### config.mk
export PLATFORM = sky130hd
export DESIGN_NAME = tmds_channel_decoder
export DESIGN_NICKNAME = d
export VERILOG_FILES = /design/src/rtl/tmds_channel_decoder.sv
export SDC_FILE = /design/constraint.sdc
export NUM_CORES = 1
export LEC_CHECK = 0
export ABC_CLOCK_PERIOD_IN_PS = 2000
export BUFFER_PORTS_ARGS = -buffer_cell sky130_fd_sc_hd__buf_2
export CORE_ASPECT_RATIO = 0.9
export CORE_MARGIN = 2
export CORE_UTILIZATION = 53
export CTS_BUF_LIST = sky130_fd_sc_hd__clkbuf_4 sky130_fd_sc_hd__clkbuf_8
export CTS_CLUSTER_SIZE = 24
export DETAILED_ROUTE_END_ITERATION = 12
export PLACE_DENSITY_LB_ADDON = 0.05
export SETUP_SLACK_MARGIN = 0.02
export SYNTH_ARGS = -nofsm -noshare
export SYNTH_HDL_FRONTEND = slang
export SYNTH_SLANG_ARGS = --single-unit
export TNS_END_PERCENT = 20
### constraint.sdc
create_clock -name clk -period 2 [get_ports clk]
set_input_delay 0.1 -clock clk [delete_from_list [all_inputs] [get_ports clk]]
set_output_delay 0.1 -clock clk [all_outputs]
set_load 0.05 [all_outputs]
### src/rtl/tmds_channel_decoder.sv
// TMDS receive lane: recovers 10-bit symbol alignment by bit-slipping until a
// run of control tokens is seen, then decodes data bytes and control values.
module tmds_channel_decoder #(
    parameter int LOCK_COUNT     = 8,
    parameter int SEARCH_TIMEOUT = 2048
) (
    input  logic       clk,
    input  logic       reset,
    input  logic [9:0] raw_bits,
    output logic [7:0] data,
    output logic [1:0] ctrl,
    output logic       de,
    output logic       locked,
    output logic [3:0] offset,
    output logic       slip
);
    localparam int RUN_W = $clog2(LOCK_COUNT + 1);
    localparam int TMR_W = $clog2(SEARCH_TIMEOUT);
    localparam logic [RUN_W-1:0] RUN_MAX = RUN_W'(LOCK_COUNT);
    localparam logic [TMR_W-1:0] TMR_MAX = TMR_W'(SEARCH_TIMEOUT - 1);

    typedef enum logic {
        ST_SEARCH = 1'b0,
        ST_LOCKED = 1'b1
    } state_t;

    // Returns {is_token, ctrl_value}.
    function automatic logic [2:0] token_decode(input logic [9:0] sym);
        logic [2:0] r;
        case (sym)
            10'b1101010100: r = 3'b100;
            10'b0010101011: r = 3'b101;
            10'b0101010100: r = 3'b110;
            10'b1010101011: r = 3'b111;
            default:        r = 3'b000;
        endcase
        return r;
    endfunction

    function automatic logic [7:0] data_decode(input logic [9:0] sym);
        logic [7:0] qm;
        logic [7:0] d;
        qm   = sym[9] ? ~sym[7:0] : sym[7:0];
        d    = 8'd0;
        d[0] = qm[0];
        for (int i = 1; i < 8; i++) begin
            d[i] = sym[8] ? (qm[i] ^ qm[i-1]) : ~(qm[i] ^ qm[i-1]);
        end
        return d;
    endfunction

    state_t           state_q, state_d;
    logic [9:0]       prev_q, prev_d;
    logic [9:0]       sym_q, sym_d;
    logic             stale_q, stale_d;
    logic [RUN_W-1:0] run_q, run_d;
    logic [TMR_W-1:0] timer_q, timer_d;
    logic [3:0]       offset_q, offset_d;
    logic             slip_q, slip_d;
    logic [7:0]       data_q, data_d;
    logic [1:0]       ctrl_q, ctrl_d;
    logic             de_q, de_d;

    logic [19:0]      win_s;
    logic [2:0]       tok_s;
    logic             reach_s;
    logic             timeout_s;

    // Alignment search, lock tracking and output decode.
    always_comb begin
        win_s     = {raw_bits, prev_q};
        prev_d    = raw_bits;
        sym_d     = win_s[offset_q +: 10];
        tok_s     = token_decode(sym_q);
        state_d   = state_q;
        offset_d  = offset_q;
        slip_d    = 1'b0;
        stale_d   = 1'b0;
        timer_d   = timer_q + TMR_W'(1);
        data_d    = 8'd0;
        ctrl_d    = 2'd0;
        de_d      = 1'b0;

        // The first symbol captured after a slip still used the old offset.
        if (tok_s[2] && !stale_q) begin
            run_d = (run_q == RUN_MAX) ? RUN_MAX : run_q + RUN_W'(1);
        end else begin
            run_d = {RUN_W{1'b0}};
        end
        reach_s   = (run_d == RUN_MAX);
        timeout_s = (timer_q == TMR_MAX);

        if (reach_s) begin
            timer_d = {TMR_W{1'b0}};
            state_d = ST_LOCKED;
        end else if (timeout_s) begin
            run_d   = {RUN_W{1'b0}};
            timer_d = {TMR_W{1'b0}};
            if (state_q == ST_SEARCH) begin
                offset_d = (offset_q == 4'd9) ? 4'd0 : offset_q + 4'd1;
                slip_d   = 1'b1;
                stale_d  = 1'b1;
            end else begin
                state_d = ST_SEARCH;
            end
        end else begin
            state_d = state_q;
        end

        if (state_d == ST_LOCKED) begin
            if (tok_s[2]) begin
                ctrl_d = tok_s[1:0];
            end else begin
                de_d   = 1'b1;
                data_d = data_decode(sym_q);
                ctrl_d = ctrl_q;
            end
        end else begin
            de_d = 1'b0;
        end
    end

    // State and pipeline registers.
    always_ff @(posedge clk or posedge reset) begin
        if (reset) begin
            state_q  <= ST_SEARCH;
            prev_q   <= 10'd0;
            sym_q    <= 10'd0;
            stale_q  <= 1'b0;
            run_q    <= {RUN_W{1'b0}};
            timer_q  <= {TMR_W{1'b0}};
            offset_q <= 4'd0;
            slip_q   <= 1'b0;
            data_q   <= 8'd0;
            ctrl_q   <= 2'd0;
            de_q     <= 1'b0;
        end else begin
            state_q  <= state_d;
            prev_q   <= prev_d;
            sym_q    <= sym_d;
            stale_q  <= stale_d;
            run_q    <= run_d;
            timer_q  <= timer_d;
            offset_q <= offset_d;
            slip_q   <= slip_d;
            data_q   <= data_d;
            ctrl_q   <= ctrl_d;
            de_q     <= de_d;
        end
    end

    assign data   = data_q;
    assign ctrl   = ctrl_q;
    assign de     = de_q;
    assign locked = (state_q == ST_LOCKED);
    assign offset = offset_q;
    assign slip   = slip_q;
endmodule
==> flow_metrics.env <==
export IMPL_path_max_fanout=4
export IMPL_ys_ff_latch=52
export IMPL_ys_types=44
export IMPL_yosysTopAreaCell="dfrtp_1"
export IMPL_pwr_share_seq_pct=58.0
export IMPL_via_per_inst=5.23
export IMPL_cp_end_kind="register"
export IMPL_dieArea_mm2=0.00593
export IMPL_ys_warn_count=0
export IMPL_synth_edf_count=0
export IMPL_vias=2034
export IMPL_yosysMostFrequentCell="dfrtp_1"
export IMPL_grt_max_degree=24
export IMPL_io_pins=29
export IMPL_worst_clock_skew_ns=0.00782
export IMPL_grt_pass1_vias=2111
export IMPL_fin_total_pwr_mw=1.88
export IMPL_wirelength_mm=5.54
export IMPL_track_usage_pct=20.8
export IMPL_tightest_slew_ns=0.536
export IMPL_drtPass1Iterations=4
export IMPL_path_clk_slew_ns=0.09
export IMPL_critPathRequiredTime_ns=2.21
export IMPL_rsz0062_at_grt="yes"
export IMPL_clkSinkCount=52
export IMPL_die_y_um=73.3
export IMPL_drc=0
export IMPL_cts_max_level=2
export IMPL_seq_area_frac_synth_pct=46.1
export IMPL_worst_slack_ns=0.0544
export IMPL_report_final_setup_viol=0
export IMPL_nets=344
export IMPL_stdcell_count=389
export IMPL_synthesis_nets=281
export IMPL_drive_gt1_share_pct=33.2
export IMPL_antenna_found_initial=0
export IMPL_status="complete, no violations"
export IMPL_syn_inst=258
export IMPL_critPathArrivalTime_ns=2.15
export IMPL_placedCellCount=360
export IMPL_synth_area_leaders="dfrtp_1 (46%), mux4_2 (8.0%), xnor2_1 (5.3%)"
export IMPL_insertion_delay_ns=0.30
export IMPL_grt_pass1_wl_mm=9.49
export IMPL_start_util_pct=54.4
export IMPL_antennaDiodeCount=0
export IMPL_cts_buffer_depth=2
export IMPL_clkPwrFrac_pct=33.1
export IMPL_p_sw_share_pct=22.6
export IMPL_pre_cts_ws_ns=-0.00774
export IMPL_synth_common_cells="dfrtp_1 (52), nor2_1 (35), inv_1 (17), xnor2_1 (17), a21oi_1 (14)"
export IMPL_fin_crit_ns=1.95
export IMPL_utilization_pct=67.4
export IMPL_cts_made_buffers=5
export IMPL_holdCritPathClass="in -> async"
export IMPL_holdWs_ns=0.354
export IMPL_p_comb_share_pct=9.0
export IMPL_post_drt_wl_per_cell_um=14.2
export IMPL_die_w_um=81.0
export IMPL_placementRows=25
export IMPL_critPathKind="reg -> reg"
export IMPL_avgSynthCellArea_um2=11.0
export IMPL_nFillCells=414
export IMPL_area_growth_syn_to_layout_pct=23.9
export IMPL_final_max_slew_violation_count=0
export IMPL_startpoint_type="register"
export IMPL_hold_violations=0
export IMPL_cap_violations=0
export IMPL_syn_area_mm2=0.00283
export IMPL_slew_headroom_pct=64.3
export IMPL_ys_flop_type="dfrtp_1"
export IMPL_fmax_mhz=514
export IMPL_peakVddDrop_mv=0.434
export IMPL_cts_tree="yes"
export IMPL_grt_ovfl_total=0
export IMPL_finalCritPeriodShare_pct=97.3
export IMPL_core_area_mm2=0.00519
export IMPL_gp_congestion=0.839
export IMPL_synthArstFlopShare_pct=100
export IMPL_power_density_mw_per_mm2=537
export IMPL_portBuffers=28
export IMPL_hpwl_mm=3.92
export IMPL_drtIter0Drc=69
export IMPL_root_buffer="clkbuf_8"
export IMPL_p_sw_mw=0.425
export IMPL_leakage_nw=1.63
export IMPL_synth_top_cell_area_share_pct=46.1
export IMPL_drt_antenna_violating_nets=0
export IMPL_intPower_mw=1.45
-- logic make-up after synthesis --
logic type,count (synthesis),synth area share [%]
buffers and inverters,30,4.83
adder cells (fa/ha/maj),11,4.87
AND/OR/NAND/NOR,81,15.0
flip-flops,52,46.1
XOR/XNOR,24,7.44
AO/OA/AOI/OAI,34,7.75
multiplexers,26,14.1
-- power by group through the flow --
stage	sequential, mW	clock [mW]	combinational, mW
3_5_place_dp	1.11	0	0.152
2_1_floorplan	1.10	0	0.108
4_1_cts	1.09	0.645	0.169
6_report	1.09	0.622	0.169
5_1_grt	1.09	0.690	0.191
3_3_place_gp	1.11	0	0.151
-- layer usage --
| metal | GRT usage (%) | share of wire [%] | wire (um) | vias to the layer above |
|---|---|---|---|---|
| met5 | 0 | 0 | 0 | - |
| met3 | 3.93 | 2.9 | 161 | 10 |
| met4 | 7.16 | 1.7 | 93 | 0 |
| met1 | 26.7 | 48 | 2660 | 972 |
| met2 | 35.5 | 47 | 2620 | 36 |
| li1 | - | - | - | 1016 |
-- cell usage in the layout (no fill, tap or decap), types with 2 or more instances in the layout --
| cell type | netlist | final |
|---|---|---|
| a211oi_1 | 4 | 3 |
| a21oi_1 | 14 | 13 |
| and3_1 | 3 | 2 |
| buf_2 | 4 | 28 |
| buf_4 | 1 | 29 |
| clkbuf_8 | 0 | 6 |
| dfrtp_1 | 52 | 49 |
| dfrtp_2 | 0 | 2 |
| dlygate4sd3_1 | 0 | 11 |
| ha_1 | 11 | 9 |
| inv_1 | 17 | 14 |
| inv_2 | 0 | 3 |
| mux2_2 | 6 | 6 |
| mux2i_1 | 9 | 9 |
| mux4_2 | 10 | 10 |
| nand2_1 | 9 | 9 |
| nand2b_4 | 0 | 2 |
| nand3_1 | 8 | 8 |
| nand3b_1 | 2 | 2 |
| nor2_1 | 35 | 35 |
| nor2b_1 | 7 | 5 |
| nor3_1 | 3 | 2 |
| nor3b_1 | 2 | 2 |
| o21ai_0 | 7 | 7 |
| o32ai_2 | 1 | 2 |
| xnor2_1 | 17 | 17 |
| xor2_1 | 7 | 7 |
-- stage by stage --
stage | TNS [ns] | area [um2]
floorplan | -0.0787 | 2830
global placement | 0 | 3130
detailed placement | -0.00774 | 3130
CTS | 0 | 3440
global route | -0.120 | 3500
finish | 0 | 3500
-- sequential cells by signal, summed over array words and instances, names as in the netlist --
name     flops
sym_q       10
locked       1
timer_q     11
slip         1
run_q        4
offset       4
de           1
prev_q      10
data         8
ctrl         2
-- area by class of cell --
type                    instances  area [um2]  area share [%]
clock buffers                   7        90.1            2.57
clock inverters                 1        7.51           0.215
inverters                      17        63.8            1.82
multi-input cells             176        1470            41.9
flip-flops and latches         52        1310            37.4
well taps                      67        83.8            2.40
repair buffers                 69         479            13.7
-- worst paths after layout --
check	cells after the start	end	from	slack [ns]
setup / recovery	9	ctrl[1]	sym_q[2]	0.05
hold / removal	3	timer_q[10]	reset	0.35
setup reg to reg	9	ctrl[1]	sym_q[2]	0.05
hold reg to reg	1	timer_q[0]	timer_q[0]	0.49
max in group asynchronous	4	offset[1]	reset	1.05
min in group clk	2	prev_q[3]	raw_bits[3]	0.46
-- critical path, cell delays in order, from the launching register on --
cell	delay, ns
dfrtp_1	0.39
inv_1	0.06
ha_1	0.14
or3b_1	0.36
o32ai_2	0.13
and3_4	0.24
buf_4	0.11
buf_4	0.12
a21oi_1	0.08
a211oi_2	0.21
-- repair_timing --
item / CTS / global route
resized for setup: 8 / 10
endpoints found under the hold margin: 31 / 0
pin swaps: 2 / 2
hold buffers: 11 / 0
setup endpoints to repair: 1 / 15
setup buffers: 8 / 2
Power figures use the tool's default switching activity.
